### config.mk
export PLATFORM = sky130hd
export DESIGN_NAME = load_store_unit
export DESIGN_NICKNAME = d
export VERILOG_FILES = /design/src/rtl/load_store_unit_pkg.sv /design/src/rtl/load_store_unit_load_align.sv /design/src/rtl/load_store_unit.sv
export SDC_FILE = /design/constraint.sdc
export NUM_CORES = 1
export LEC_CHECK = 0
export ABC_AREA = 1
export CAP_MARGIN = 20
export CORE_UTILIZATION = 40
export DETAILED_ROUTE_END_ITERATION = 6
export PLACE_DENSITY_LB_ADDON = 0.1
export SLEW_MARGIN = 20
export SYNTH_ARGS = -nofsm -noshare
export SYNTH_HDL_FRONTEND = slang
export SYNTH_SLANG_ARGS = --single-unit
### constraint.sdc
create_clock -name clk -period 4.3 [get_ports clk]
set_input_delay 0.645 -clock clk [delete_from_list [all_inputs] [get_ports clk]]
set_output_delay 0.645 -clock clk [all_outputs]
set_load 0.03 [all_outputs]
### src/rtl/load_store_unit_pkg.sv
// ---------------------------------------------------------------------------
// load_store_unit_pkg
// Shared types and helpers for the memory-stage load/store unit.
//   load_store_func_code : function code carried in the EX/MEM latch
//   lsu_state_e          : states of the LSU request/response FSM
//   lsu_size_e           : access width derived from the function code
//   LSU_TIMEOUT_DEFAULT  : default response timeout in WAIT_RVALID cycles
// ---------------------------------------------------------------------------
`timescale 1ns/1ps
package load_store_unit_pkg;

  typedef enum logic [3:0] {
    LSU_NOP = 4'd0,
    LSU_LW  = 4'd1,
    LSU_LH  = 4'd2,
    LSU_LB  = 4'd3,
    LSU_LHU = 4'd4,
    LSU_LBU = 4'd5,
    LSU_SW  = 4'd6,
    LSU_SH  = 4'd7,
    LSU_SB  = 4'd8
  } load_store_func_code;

  typedef enum logic [1:0] {
    LSU_IDLE,
    LSU_WAIT_GNT,
    LSU_WAIT_RVALID
  } lsu_state_e;

  typedef enum logic [1:0] {
    LSU_SIZE_BYTE,
    LSU_SIZE_HALF,
    LSU_SIZE_WORD
  } lsu_size_e;

  localparam int LSU_TIMEOUT_DEFAULT = 255;

  // Codes outside the defined set behave as NOP so a corrupted latch never
  // produces a bus request.
  function automatic load_store_func_code lsu_decode(input logic [3:0] code);
    if (code <= 4'd8) begin
      lsu_decode = load_store_func_code'(code);
    end else begin
      lsu_decode = LSU_NOP;
    end
  endfunction

  function automatic lsu_size_e lsu_size(input load_store_func_code func);
    case (func)
      LSU_LW, LSU_SW:          lsu_size = LSU_SIZE_WORD;
      LSU_LH, LSU_LHU, LSU_SH: lsu_size = LSU_SIZE_HALF;
      default:                 lsu_size = LSU_SIZE_BYTE;
    endcase
  endfunction

  function automatic logic lsu_is_store(input load_store_func_code func);
    lsu_is_store = (func == LSU_SW) || (func == LSU_SH) || (func == LSU_SB);
  endfunction

endpackage

### src/rtl/load_store_unit_load_align.sv
// ---------------------------------------------------------------------------
// lsu_load_align
// Combinational extraction of the addressed byte/halfword from a raw read
// word, followed by sign or zero extension according to the load type.
// Ports:
//   rdata     in  32  raw word returned by data memory
//   func      in  4   latched load_store_func_code
//   offset    in  2   latched byte offset (address bits [1:0])
//   load_data out 32  extended result; zero for stores and NOP
// ---------------------------------------------------------------------------
`timescale 1ns/1ps
module lsu_load_align
  import load_store_unit_pkg::*;
(
  input  logic [31:0] rdata,
  input  logic [3:0]  func,
  input  logic [1:0]  offset,
  output logic [31:0] load_data
);

  logic [15:0] half_sel;
  logic [7:0]  byte_sel;

  always_comb begin
    half_sel  = rdata[{offset[1], 4'b0000} +: 16];
    byte_sel  = rdata[{offset, 3'b000} +: 8];
    load_data = '0;
    case (func)
      LSU_LW:  load_data = rdata;
      LSU_LH:  load_data = {{16{half_sel[15]}}, half_sel};
      LSU_LHU: load_data = {16'h0000, half_sel};
      LSU_LB:  load_data = {{24{byte_sel[7]}}, byte_sel};
      LSU_LBU: load_data = {24'h000000, byte_sel};
      default: load_data = '0;
    endcase
  end

endmodule

### src/rtl/load_store_unit.sv
// ---------------------------------------------------------------------------
// load_store_unit
// Memory-stage load/store unit. Takes the EX/MEM access, issues it on a
// req/gnt/rvalid data port, stalls the pipeline while the access is in
// flight and returns the aligned, extended load result.
// Ports:
//   clk, rst_n         core clock, asynchronous active-low reset
//   valid_i            EX/MEM holds a valid instruction
//   lsu_func_i         load_store_func_code
//   addr_i             effective byte address
//   wdata_i            store data (rs2)
//   data_req_o         memory request
//   data_we_o          1 = store
//   data_be_o          byte enables
//   data_addr_o        word-aligned address
//   data_wdata_o       lane-replicated store data
//   data_gnt_i         request accepted this cycle
//   data_rvalid_i      response valid
//   data_rdata_i       raw read word
//   stall_o            hold IF..MEM stages
//   done_o             pulse: access retired
//   load_data_o        extended load result (valid with done_o)
//   misaligned_o       pulse: misaligned access, nothing issued
//   bus_error_o        pulse: response timeout
// ---------------------------------------------------------------------------
`timescale 1ns/1ps
module load_store_unit
  import load_store_unit_pkg::*;
#(
  parameter int ADDR_WIDTH     = 32,
  parameter int TIMEOUT_CYCLES = LSU_TIMEOUT_DEFAULT
) (
  input  logic                  clk,
  input  logic                  rst_n,
  input  logic                  valid_i,
  input  logic [3:0]            lsu_func_i,
  input  logic [ADDR_WIDTH-1:0] addr_i,
  input  logic [31:0]           wdata_i,
  output logic                  data_req_o,
  output logic                  data_we_o,
  output logic [3:0]            data_be_o,
  output logic [ADDR_WIDTH-1:0] data_addr_o,
  output logic [31:0]           data_wdata_o,
  input  logic                  data_gnt_i,
  input  logic                  data_rvalid_i,
  input  logic [31:0]           data_rdata_i,
  output logic                  stall_o,
  output logic                  done_o,
  output logic [31:0]           load_data_o,
  output logic                  misaligned_o,
  output logic                  bus_error_o
);

  // Counter value on the last WAIT_RVALID cycle before giving up.
  localparam logic [7:0] TIMEOUT_LAST = 8'(TIMEOUT_CYCLES - 1);

  lsu_state_e          state_q, state_d;
  logic [7:0]          cnt_q, cnt_d;
  logic                latch_en;

  load_store_func_code func_q;
  logic [1:0]          off_q;
  logic [ADDR_WIDTH-1:0] addr_q;
  logic [3:0]          be_q;
  logic [31:0]         wdata_q;
  logic                we_q;

  load_store_func_code func_in;
  lsu_size_e           size_in;
  logic                store_in;
  logic                aligned_in;
  logic [3:0]          be_in;
  logic [31:0]         wdata_in;
  logic [ADDR_WIDTH-1:0] addr_word_in;
  logic [31:0]         align_data;

  // Decode the incoming access: width, alignment, lane enables and the
  // replicated store word, all straight from the EX/MEM latch.
  always_comb begin
    func_in      = lsu_decode(lsu_func_i);
    size_in      = lsu_size(func_in);
    store_in     = lsu_is_store(func_in);
    addr_word_in = {addr_i[ADDR_WIDTH-1:2], 2'b00};
    aligned_in   = 1'b1;
    be_in        = 4'b1111;
    wdata_in     = wdata_i;
    case (size_in)
      LSU_SIZE_BYTE: begin
        aligned_in = 1'b1;
        be_in      = 4'b0001 << addr_i[1:0];
        wdata_in   = {4{wdata_i[7:0]}};
      end
      LSU_SIZE_HALF: begin
        aligned_in = ~addr_i[0];
        be_in      = 4'b0011 << addr_i[1:0];
        wdata_in   = {2{wdata_i[15:0]}};
      end
      default: begin
        aligned_in = (addr_i[1:0] == 2'b00);
        be_in      = 4'b1111;
        wdata_in   = wdata_i;
      end
    endcase
    if (!store_in) begin
      wdata_in = '0;
    end
  end

  lsu_load_align u_align (
    .rdata     (data_rdata_i),
    .func      (func_q),
    .offset    (off_q),
    .load_data (align_data)
  );

  // Next-state and output logic. Every output is forced low while reset is
  // asserted so an abandoned access leaves no trace on the port.
  always_comb begin
    state_d      = state_q;
    cnt_d        = cnt_q;
    latch_en     = 1'b0;
    data_req_o   = 1'b0;
    data_we_o    = 1'b0;
    data_be_o    = 4'b0000;
    data_addr_o  = '0;
    data_wdata_o = '0;
    stall_o      = 1'b0;
    done_o       = 1'b0;
    load_data_o  = '0;
    misaligned_o = 1'b0;
    bus_error_o  = 1'b0;
    if (rst_n) begin
      case (state_q)
        LSU_IDLE: begin
          if (valid_i && (func_in != LSU_NOP)) begin
            if (!aligned_in) begin
              misaligned_o = 1'b1;
            end else begin
              data_req_o   = 1'b1;
              data_we_o    = store_in;
              data_be_o    = be_in;
              data_addr_o  = addr_word_in;
              data_wdata_o = wdata_in;
              stall_o      = 1'b1;
              latch_en     = 1'b1;
              cnt_d        = 8'd0;
              state_d      = data_gnt_i ? LSU_WAIT_RVALID : LSU_WAIT_GNT;
            end
          end
        end
        LSU_WAIT_GNT: begin
          data_req_o   = 1'b1;
          data_we_o    = we_q;
          data_be_o    = be_q;
          data_addr_o  = addr_q;
          data_wdata_o = wdata_q;
          stall_o      = 1'b1;
          cnt_d        = 8'd0;
          if (data_gnt_i) begin
            state_d = LSU_WAIT_RVALID;
          end
        end
        LSU_WAIT_RVALID: begin
          // A response on the final counter value still wins over timeout.
          if (data_rvalid_i) begin
            done_o      = 1'b1;
            load_data_o = align_data;
            cnt_d       = 8'd0;
            state_d     = LSU_IDLE;
          end else if (cnt_q == TIMEOUT_LAST) begin
            bus_error_o = 1'b1;
            cnt_d       = 8'd0;
            state_d     = LSU_IDLE;
          end else begin
            stall_o = 1'b1;
            cnt_d   = cnt_q + 8'd1;
          end
        end
        default: begin
          state_d = LSU_IDLE;
          cnt_d   = 8'd0;
        end
      endcase
    end
  end

  // State, timeout counter and the latched request.
  always_ff @(posedge clk or negedge rst_n) begin
    if (!rst_n) begin
      state_q <= LSU_IDLE;
      cnt_q   <= 8'd0;
      func_q  <= LSU_NOP;
      off_q   <= 2'b00;
      addr_q  <= '0;
      be_q    <= 4'b0000;
      wdata_q <= '0;
      we_q    <= 1'b0;
    end else begin
      state_q <= state_d;
      cnt_q   <= cnt_d;
      if (latch_en) begin
        func_q  <= func_in;
        off_q   <= addr_i[1:0];
        addr_q  <= addr_word_in;
        be_q    <= be_in;
        wdata_q <= wdata_in;
        we_q    <= store_in;
      end
    end
  end

  // A response may only arrive while one is being waited for.
  rvalid_only_when_waiting: assert property (
    @(posedge clk) disable iff (!rst_n)
    data_rvalid_i |-> (state_q == LSU_WAIT_RVALID)
  );

endmodule

==> Flow_metrics.wiki <==
{| class="wikitable"
! Metric !! Value
|-
| Setup repair after global routing missed its margin || false
|-
| Summed negative setup slack over all endpoints || 0 ns
|-
| Pin count of the biggest net entering global routing || 70
|-
| Initial DRT Pass Iterations || 5
|-
| Net Sw Frac || 42.2%
|-
| Max-slew headroom || between 40% and 50%
|-
| Critical path arrival || approximately 3.3 ns
|-
| Path category of the worst min-delay check || primary input to async pin
|-
| Clock network power share || 22.7%
|-
| Cell count after synthesis || between 900 and 1000
|-
| Setup WS pre-CTS || 0.330 ns
|-
| Average vias per placed instance || 5.08
|-
| Final cell count without fillers || 1338
|-
| Type of origin of the critical path || primary input
|-
| Worst Max-Slew Pin Slew || 0.771 ns
|-
| Result of the run || finished clean
|-
| Overall die area || 15400 µm²
|-
| Number of antenna cells inserted || 0
|-
| Worst hold-check slack || 0.408 ns
|-
| Source of the worst register-to-register timing path || state_q[1]
|-
| HPWL after detailed placement || 13300 µm
|-
| Post-synth cell types || 39
|-
| Mapped cell area || 5980 µm²
|-
| Final standard cell area without fillers || 8480 µm²
|-
| Fraction of final layout cells sized beyond drive strength 1 || 9.36%
|-
| Number of gates resized after cts || 0
|-
| Sequential share of the synthesized area || 34.8%
|-
| Logic pwr share || between 40 and 50%
|-
| Final hold violations || 0
|-
| Number of setup violations in the final report || 0
|-
| Synthesized flop and latch total || 83
|-
| Relative contribution of sequential cells to total power || 31.8%
|-
| Global-route usage over all layers || 24.8%
|-
| Maximum achievable frequency || ~250 MHz
|-
| Max-slew violation count || 0
|-
| Detailed-route wire length || 19100 µm
|-
| Post-route DRC violation count || 0
|-
| Count of pins on the block boundary || 211
|-
| Category of the critical setup timing path || primary input to output pin
|-
| Cell count after placement || 1322
|-
| H-tree Lvls || 3
|-
| Endpoint type of the worst setup path || output pin
|-
| DRT antenna net count || 0
|-
| Buffer and inverter count on the worst path || 4
|-
| Post-synth ARST share || 100%
|-
| Library cell used as clock root buffer || clkbuf_16
|-
| Via Count || just under 7000
|-
| Number of global-route vias before repair || 6183
|-
| Mean instance size in the synthesized netlist || 6.16 µm²
|-
| Residual overflow from global routing || 0
|-
| Critical path cell sequence || clkdlybuf4s50_1 -> inv_1 -> nand4_2 -> nand2_2 -> nand2_2 -> nand2_4 -> nor3_4 -> buf_12 -> nand2_1 -> a21oi_1 -> clkdlybuf4s50_1
|-
| WL/cell || 14.3 µm
|-
| Global-route wire length before repair || 31300 µm
|-
| Cell area after placement || 8140 µm²
|-
| Post-layout utilization of the core || 58.3%
|-
| Number of antenna violations at the first check in global routing || 0
|-
| Initial Utilization || 41.1%
|-
| Largest stage delay on the critical path || just over 0.7 ns
|-
| Worst-path clk slew || 0.06 ns
|-
| Count of hold buffers inserted by post-cts repair || 0
|-
| Die width || about 120 µm
|-
| Internal reg-to-reg setup slack || 2.11 ns
|-
| Reg2reg path depth || 7
|-
| Max-cap violations || 0
|-
| Placeable Area || 14500 µm²
|-
| Layout-stage area growth over the synthesis result || 41.9%
|-
| Tcrit/Tclk final || between 90% and 100%
|-
| Post-CTS Setup Bufs || 0
|-
| CTS tree || done
|-
| Levels on crit path || 11
|-
| Crit path required time || 3.65 ns
|-
| Power density relative to cell area || 455 nW/µm²
|-
| Maximum clock path buffer count || 2
|-
| VDD IR-drop max || 0.281 mV
|-
| Tmin final || a little under 4 ns
|-
| Later-pin clock latency in the skew report || approximately 0.34 ns
|-
| Final #Nets || 1256
|-
| Worst path setup slack after routing || 0.328 ns
|-
| Kind of cell adding the most delay to the critical path || buffers and inverters
|-
| Cts bufs inserted || 9
|-
| Port bufs || around 210
|-
| Number of design-rule violations left by the first detailed-router iteration || 505
|-
| Y dimension of the die || about 120 µm
|-
| Terminus of the critical flop-to-flop path || be_q[0]
|-
| Worst-path fanout max || between 40 and 50
|-
| Number of clock sinks || between 80 and 90
|-
| Slowest CP cell || clkdlybuf4s50_1
|-
| Total power draw || 3.86 mW
|-
| EDFF count, synth || 0
|-
| Yosys synthesis warning count || 0
|-
| Final weighted congestion in routability-driven placement || roughly 0.86
|-
| Internal power || around 2.2 mW
|-
| Sw Pwr || ~1.6 mW
|-
| Maximum clock skew at final layout || 0.00790 ns
|-
| Row cnt || between 40 and 50
|-
| Leakage || between 4 and 5 nW
|-
| Commonest register cell after synthesis || dfrtp_1
|}
## layout by cell type, fill, tap and decap left out, drive strengths merged
| cell type | count |
|---|---|
| xor2 | 1 |
| o221ai | 2 |
| dfrtp | 83 |
| a21oi | 79 |
| o22ai | 7 |
| a221oi | 1 |
| nor3 | 12 |
| bufinv | 2 |
| clkinv | 2 |
| o21ai | 49 |
| a31oi | 2 |
| nor2 | 96 |
| clkdlybuf4s50 | 156 |
| nand3b | 2 |
| ha | 2 |
| o21bai | 3 |
| inv | 88 |
| o2111ai | 3 |
| nand4 | 21 |
| nand3 | 61 |
| nand2 | 396 |
| a211oi | 1 |
| clkbuf | 13 |
| conb | 2 |
| nor4 | 1 |
| buf | 68 |
| nor3b | 1 |
## state kept, by name (all words and copies together) (netlist names)
name / cells
addr_q: 30
func_q: 4
we_q: 1
be_q: 4
state_q: 2
wdata_q: 32
off_q: 2
cnt_q: 8
## worst max-delay path by stage
stage                  start          endpoint  slack (ns)
2_1_floorplan  data_rvalid_i   load_data_o[15]        1.17
3_3_place_gp   lsu_func_i[1]      data_be_o[3]        0.40
3_5_place_dp   lsu_func_i[1]      data_be_o[3]        0.33
4_1_cts        lsu_func_i[1]      data_be_o[3]        0.34
5_1_grt        lsu_func_i[0]  data_wdata_o[19]        0.20
6_report       lsu_func_i[0]      data_be_o[3]        0.33
## per-layer routing
| layer | vias up | global-route usage (%) | part of all wire [%] |
|---|---|---|---|
| met1 | 3104 | 33.1 | 45 |
| met2 | 241 | 41.0 | 48 |
| met5 | - | 0 | 0 |
| met3 | 20 | 4.18 | 6.3 |
| met4 | 0 | 7.09 | 1.4 |
| li1 | 3437 | - | - |
## synthesized netlist by cell type (2+ instances only)
| master | n | area share (%) |
|---|---|---|
| nand2_1 | 390 | 24 |
| nor2_1 | 89 | 5.6 |
| dfrtp_1 | 83 | 35 |
| inv_1 | 83 | 5.2 |
| a21oi_1 | 78 | 6.5 |
| nand3_1 | 60 | 5.0 |
| o21ai_0 | 39 | 3.3 |
| clkbuf_1 | 29 | 1.8 |
| nand4_1 | 19 | 2.0 |
| buf_2 | 16 | 1.3 |
| nor3_1 | 11 | 0.92 |
| o21ai_1 | 10 | 0.84 |
| buf_4 | 9 | 1.1 |
| o22ai_1 | 7 | 0.73 |
| inv_2 | 5 | 0.31 |
| nand2_2 | 4 | 0.42 |
| nor2_2 | 4 | 0.42 |
| o2111ai_1 | 3 | 0.44 |
| o21bai_1 | 3 | 0.38 |
| a31oi_1 | 2 | 0.21 |
| buf_6 | 2 | 0.38 |
| ha_1 | 2 | 0.42 |
| nand2_4 | 2 | 0.38 |
| nand3b_1 | 2 | 0.25 |
| nand4_2 | 2 | 0.42 |
| nor2_4 | 2 | 0.38 |
| o221ai_1 | 2 | 0.29 |
## cell type report
cell class | instances | area [µm²]
Clock buffer | 13 | 270
Timing Repair Buffer | 224 | 2200
Fill cell | 1428 | 6060
Inverter | 89 | 334
Tap cell | 184 | 230
Multi-Input combinational cell | 742 | 3300
Clock inverter | 3 | 68.8
Sequential cell | 83 | 2080
## worst reg2reg max path, delay by kind of cell, from the launching register on
kind,cells,cell delay (ns)
buffers and inverters,2,0.91
and+or+nand+nor,4,0.55
DFF,1,0.47
AOI/OAI and AO/OA,1,0.21
## power groups by stage
stage,Sequential (mW),Combinational [mW],Clock [mW]
finish,1.23,1.75,0.877
global route,1.27,1.95,0.915
CTS,1.22,1.76,0.891
detailed placement,1.23,1.76,0
global placement,1.23,1.74,0
floorplan,1.17,1.21,0
## logic make-up (layout without fill, tap and decap cells)
family,after synthesis,count (layout),share of synthesized area [%]
AO/OA/AOI/OAI,147,147,13.1
XOR/XNOR,1,1,0.147
adder cells (fa/ha/maj),2,2,0.419
buffers and inverters,146,329,10.3
flip-flops,83,83,34.8
other,1,2,0.0628
AND/OR/NAND/NOR,590,590,41.2
Power figures use the tool's default switching activity.
